$ cat config.mk
export PLATFORM = sky130hd
export DESIGN_NAME = spi2dac_rx
export DESIGN_NICKNAME = d
export VERILOG_FILES = /design/src/rtl/spi2dac_rx.sv
export SDC_FILE = /design/constraint.sdc
export NUM_CORES = 1
export LEC_CHECK = 0
export BUFFER_PORTS_ARGS = -buffer_cell sky130_fd_sc_hd__buf_2
export CORE_MARGIN = 2
export CORE_UTILIZATION = 50
export DETAILED_ROUTE_END_ITERATION = 10
export HOLD_SLACK_MARGIN = 0.03
export PLACE_DENSITY = 0.74
export SETUP_SLACK_MARGIN = 0.3
export SLEW_MARGIN = 30
export SYNTH_ARGS = -nofsm -noshare
export SYNTH_HDL_FRONTEND = slang
export SYNTH_SLANG_ARGS = --single-unit
$ cat constraint.sdc
create_clock -name sysclk -period 2.3 [get_ports sysclk]
set_clock_uncertainty 0.15 [all_clocks]
set_input_delay 0.46 -clock sysclk [delete_from_list [all_inputs] [get_ports sysclk]]
set_output_delay 0.46 -clock sysclk [all_outputs]
set_load 0.01 [all_outputs]
$ cat src/rtl/spi2dac_rx.sv
// MCP4911 responder: oversamples the DAC SPI bus, deserialises 16-bit
// write frames and double-buffers them behind the LDAC strobe.
module spi2dac_rx #(
    parameter int SYNC_STAGES = 2
) (
    input  logic        sysclk,
    input  logic        reset,
    input  logic        dac_sck,
    input  logic        dac_cs,
    input  logic        dac_sdi,
    input  logic        dac_ld,
    output logic [15:0] in_reg,
    output logic [9:0]  dac_data,
    output logic        gain_x1,
    output logic        buffered,
    output logic        active,
    output logic        frame_valid,
    output logic        frame_err,
    output logic        load
);

    typedef enum logic [1:0] {
        IDLE,
        SHIFT,
        CHECK
    } state_t;

    state_t state, state_n;

    logic [SYNC_STAGES-1:0] sck_sync;
    logic [SYNC_STAGES-1:0] cs_sync;
    logic [SYNC_STAGES-1:0] sdi_sync;
    logic [SYNC_STAGES-1:0] ld_sync;
    logic                   sck_d;
    logic                   cs_d;
    logic                   ld_d;

    logic sck_s, cs_s, sdi_s, ld_s;
    logic sck_rise, cs_fall, cs_rise, ld_fall;

    logic [15:0] shift;
    logic [4:0]  bit_cnt;
    logic        accept;
    logic        reject;
    logic [12:0] xfer;

    // cs and ld idle high; resetting them high avoids a phantom falling edge
    always_ff @(posedge sysclk or posedge reset) begin
        if (reset) begin
            sck_sync <= '0;
            cs_sync  <= '1;
            sdi_sync <= '0;
            ld_sync  <= '1;
            sck_d    <= 1'b0;
            cs_d     <= 1'b1;
            ld_d     <= 1'b1;
        end else begin
            sck_sync <= {sck_sync[SYNC_STAGES-2:0], dac_sck};
            cs_sync  <= {cs_sync[SYNC_STAGES-2:0], dac_cs};
            sdi_sync <= {sdi_sync[SYNC_STAGES-2:0], dac_sdi};
            ld_sync  <= {ld_sync[SYNC_STAGES-2:0], dac_ld};
            sck_d    <= sck_s;
            cs_d     <= cs_s;
            ld_d     <= ld_s;
        end
    end

    assign sck_s = sck_sync[SYNC_STAGES-1];
    assign cs_s  = cs_sync[SYNC_STAGES-1];
    assign sdi_s = sdi_sync[SYNC_STAGES-1];
    assign ld_s  = ld_sync[SYNC_STAGES-1];

    assign sck_rise = sck_s & ~sck_d;
    assign cs_fall  = ~cs_s & cs_d;
    assign cs_rise  = cs_s & ~cs_d;
    assign ld_fall  = ~ld_s & ld_d;

    always_ff @(posedge sysclk or posedge reset) begin
        if (reset) begin
            state <= IDLE;
        end else begin
            state <= state_n;
        end
    end

    always_comb begin
        state_n = state;
        unique case (state)
            IDLE:    if (cs_fall) state_n = SHIFT;
            SHIFT:   if (cs_rise) state_n = CHECK;
            CHECK:   state_n = IDLE;
            default: state_n = IDLE;
        endcase
    end

    // Channel B writes are rejected: the 4911 has only channel A
    always_comb begin
        accept = 1'b0;
        reject = 1'b0;
        if (state == CHECK) begin
            accept = (bit_cnt == 5'd16) && !shift[15];
            reject = (bit_cnt != 5'd0) && !accept;
        end
    end

    // A transfer coinciding with an accept takes the fresh frame
    assign xfer = accept ? shift[14:2] : in_reg[14:2];

    always_ff @(posedge sysclk or posedge reset) begin
        if (reset) begin
            shift       <= '0;
            bit_cnt     <= '0;
            in_reg      <= '0;
            dac_data    <= '0;
            gain_x1     <= 1'b0;
            buffered    <= 1'b0;
            active      <= 1'b0;
            frame_valid <= 1'b0;
            frame_err   <= 1'b0;
            load        <= 1'b0;
        end else begin
            frame_valid <= accept;
            frame_err   <= reject;
            load        <= ld_fall;
            if (state == IDLE && cs_fall) begin
                shift   <= '0;
                bit_cnt <= '0;
            end
            if (state == SHIFT && sck_rise) begin
                shift <= {shift[14:0], sdi_s};
                if (bit_cnt != 5'd17) begin
                    bit_cnt <= bit_cnt + 5'd1;
                end
            end
            if (accept) begin
                in_reg <= shift;
            end
            if (ld_fall) begin
                dac_data <= xfer[9:0];
                active   <= xfer[10];
                gain_x1  <= xfer[11];
                buffered <= xfer[12];
            end
        end
    end

endmodule

After elaboration in Yosys (flattened, before gate mapping)
Cells that the tools add are included.
W data, S select, Z words.
- add/sub/neg operators: 1
- equality and inequality tests: 6
- mux-type cells: 11
- bitwise operators: 8
- reduce and logical (&&, ||, !) cells: 10
- operators by type and width (cell ; count):
    $mux W16 ; 2
    $mux W5 ; 3
    $mux W13 ; 1
    $add A5 B1 Y5 const B ; 1
    $eq A5 B5 Y1 const B ; 1
    $ne A5 B5 Y1 const B ; 1
    $reduce_bool A5 Y1 ; 1
    $and A1 B1 Y1 ; 4
    $logic_and A1 B1 Y1 ; 4
    $mux W2 ; 2
    $ne A2 B2 Y1 const B ; 2
    $not A1 Y1 ; 4
    $pmux W2 S2 ; 1
    $eq A2 B1 Y1 const B ; 1
    $eq A2 B2 Y1 const B ; 1
    $logic_not A1 Y1 ; 2
    $logic_not A2 Y1 ; 1
    $mux W1 ; 2
    $reduce_and A2 Y1 ; 1
    $reduce_bool A2 Y1 ; 1
- flip-flop bits (word level): 66
- input port bits: 6
- output and inout port bits: 32

Longest topological paths before layout
- depth after elaboration: 6
- depth in mapped cells: 6

Least setup slack after synthesis
OpenSTA, ideal clock, no wires.
- path kind: reg2reg
- from: register bit_cnt[0]
- to: register in_reg[0]
- arrival: 1.557 ns
- data required time: 2.025 ns
- path slack: 0.468 ns
- cell stages (with the launch flop): 6
- clock period less this slack: 1.832 ns
- path through: dfrtp_1 > inv_1 > ha_1 > or3b_4 > or2_4 > mux2_4
- longest elaborated chain between the ends: 3
- ends and longest elaborated chain (item ; line ; RTL):
    start: declaration ; 42 ; logic [4:0] bit_cnt;
    start signal: assignment ; 132 ; bit_cnt <= bit_cnt + 5'd1;
    $eq A5 B5 Y1 ; 101 ; accept = (bit_cnt == 5'd16) && !shift[15];
    $logic_and A1 B1 Y1 ; 101 ;
    $mux W1 ; 100 ; if (state == CHECK) begin
    end signal: assignment ; 136 ; in_reg <= shift;
    end: declaration ; 12 ; output logic [15:0] in_reg,
Every way passes these cells.
A chain may end at the register's enable or synchronous reset.

Worst setup path after layout
Ends and elaborated chain as after synthesis.

==> summary.txt <==
Status: completed
Per-cell routed wire length: 14.1 µm
Row cnt: 26
Total CTS buffers: 9
Setup Viol. Count Final: 0
Antenna cells: 0
Die W: 75.7 µm
CTS tree: yes
Hpwl dp: 3.11 mm
Post-Synth Adder-Cell Area: 1.46%
Fmax: 521 MHz
XOR/XNOR Fraction of Synth Area: 0.341%
Critical Path RT: 2.37 ns
RSZ-0062 raised after global routing: no
Yosys top cell area share: 58.4%
Antenna viol nets, final: 0
Clk pin slew, worst setup/hold paths: 0.07 ns
Routed wire length: 4.56 mm
Clock Latency Late Sink: 0.34 ns
FF-to-FF path depth: 5
Clock share of power: 38.9%
CP Data Arrival Time: 1.99 ns
DP Cell Count: 305
Final setup TNS: 0 ns
Initial Util: 51.0%
Relative slew margins: 61.2%
CP startpoint kind: register
Ys Warns: 0
Routability cong.: 0.747
Pin count of the biggest net entering global routing: 41
Crit path time final: 1.92 ns
DRC viols: 0
Syn-to-layout area delta: 20.1%
Placed cell area: 2850 µm²
Tot GR Track Use: 18.5%
Post-synthesis sequential area ratio: 64.5%
PD cells: 898 nW/µm²
Sequential group share of total power: 46.8%
Die area: 5730 µm²
Total number of vias: 1,743
Simple-Gate Fraction of Synth Area: 14.9%
Psw: 0.733 mW
Syn avg cell area: 12.7 µm²
Ys async rst share: 100%
Congestion Overflow GR: 0
Root buf cell: clkbuf_8
Worst min path class: in2async
Area leader, netlist: dfrtp_1
I/O Buffers: 37
Flops & latches, synth: 66
Fraction of layout cells with a size suffix above 1: 32.0%
Post-synthesis cell count: 203
Post-synth EDFFs: 0
Slew @ Worst Pin: 0.581 ns
Hold WS: 0.0271 ns
Synth unique cells: 36
Drt initial violations: 135
Fin area: 3090 µm²
Sw Ratio: 26.4%
Number of max-cap violations: 0
Vias per cell: 5.40
Die height: 75.7 µm
Cell area after synthesis: 2570 µm²
Largest family of logic cells by synthesized area: simple AND/OR/NAND/NOR gates
Slew Viols, Final: 0
Net count after synthesis: 212
Crit. End Element: register
Crit Path Category: reg2reg
IO Pins: 38
Comb pwr share: 14.3%
Synth Area in Compound Gates: 13.3%
Leak Pwr: 1.55 nW
Final Hold Vio Count: 0
Worst-path maximum fanout: 6
Vias in the first global route: 1,590
Clock Sinks: 66
First-pass DRT Iterations: 4
Total core area: 5040 µm²
Clock Tree Buf Depth: 2
Mux contribution to synthesized area: 2.00%
Worst VDD drop: 0.390 mV
H-tree lvl count: 3
Layout Nets: 257
Period utilisation layout: 83.4%
Final cell count without fillers: 323
Initial antenna violation count: 0
First-pass GRT wire length: 7.61 mm
Synth area leaders: dfrtp_1 (58%), dfstp_2 (6.1%), a22o_1 (5.8%), a31oi_1 (3.4%), nand4_1 (3.2%)
Prevailing post-synth register cell: dfrtp_1
Int Power: 2.04 mW
placed cells by master, fill, tap and decap left out, types with 8 or more instances in the layout:
| master | count |
|---|---|
| a22o_1 | 17 |
| nand2_1 | 15 |
| clkbuf_8 | 10 |
| buf_2 | 37 |
| a31oi_1 | 14 |
| dfrtp_1 | 60 |
| nor2_1 | 15 |
| o21ai_0 | 9 |
| buf_4 | 8 |
| nand4_1 | 13 |
per-layer routing:
layer	up-vias	GRT usage [%]	wire, µm
met5	-	0	0
met4	0	7.02	74
met3	8	7.14	254
met2	50	28.4	2110
met1	848	23.9	2120
li1	837	-	-
area by class of cell:
cell class / instances / area [µm²]
Inverter: 6 / 26.3
Sequential cell: 66 / 1660
Clock buffer: 10 / 138
Multi-Input combinational cell: 119 / 823
Tap cell: 70 / 87.6
Clock inverter: 6 / 90.1
Timing Repair Buffer: 46 / 265
Fill cell: 416 / 1950
power groups by stage:
stage	clock (mW)	combinational [mW]	sequential, mW
final	1.08	0.397	1.30
after global routing	1.17	0.450	1.31
after CTS	1.11	0.402	1.30
after detailed placement	0	0.368	1.32
after global placement	0	0.362	1.32
after floorplan	0	0.250	1.32
logic make-up (layout without fill, tap and decap cells):
logic type / after synthesis / in the layout
flip-flops: 66 / 66
AND/OR/NAND/NOR: 60 / 60
AO/OA/AOI/OAI: 51 / 51
buffers and inverters: 18 / 68
multiplexers: 4 / 4
adder cells (fa/ha/maj): 3 / 3
XOR/XNOR: 1 / 1
stage by stage:
stage	utilization, %	setup slack, ns	total power, mW
2_1_floorplan	-	0.468	1.57
3_3_place_gp	56.5	0.329	1.68
3_5_place_dp	56.5	0.276	1.69
4_1_cts	61.3	0.388	2.81
5_1_grt	61.3	0.303	2.93
6_report	61.3	0.382	2.78
worst max-delay path, cell delays in order, from the launching register on:
cell and delay, ns:
dfrtp_1 0.44, inv_1 0.08, ha_1 0.16, or3b_4 0.39
or2_4 0.28, mux2_4 0.29
cell usage after synthesis, types with 3 or more instances:
cell       n
a22o_1    17
o21ai_0   10
a31oi_1   14
nand4_1   13
o21ai_1    5
a21oi_1    3
ha_1       3
dfstp_2    6
inv_1      6
dfrtp_1   60
clkbuf_1   7
nor2_1    15
nand2_1   15
what timing repair did:
| action | CTS | global route |
|---|---|---|
| pin swaps | 0 | 0 |
| resized for setup | 0 | 1 |
| endpoints found under the setup margin | 2 | 1 |
| hold buffers | 0 | 0 |
| setup buffers | 2 | 0 |
path summary, 6_finish.rpt:
check / startpoint / end / slack [ns]
max: bit_cnt[0]$_DFF_PP0_ / in_reg[0]$_DFFE_PP0P_ / 0.38
min: reset / in_reg[14]$_DFFE_PP0P_ / 0.03
max reg2reg: bit_cnt[0]$_DFF_PP0_ / in_reg[0]$_DFFE_PP0P_ / 0.38
min reg2reg: cs_sync[0]$_DFF_PP1_ / cs_sync[1]$_DFF_PP1_ / 0.21
max in group asynchronous: reset / frame_valid$_DFF_PP0_ / 1.40
min in group sysclk: dac_ld / ld_sync[0]$_DFF_PP1_ / 0.07
No activity file was read; power rests on OpenSTA's default activity.
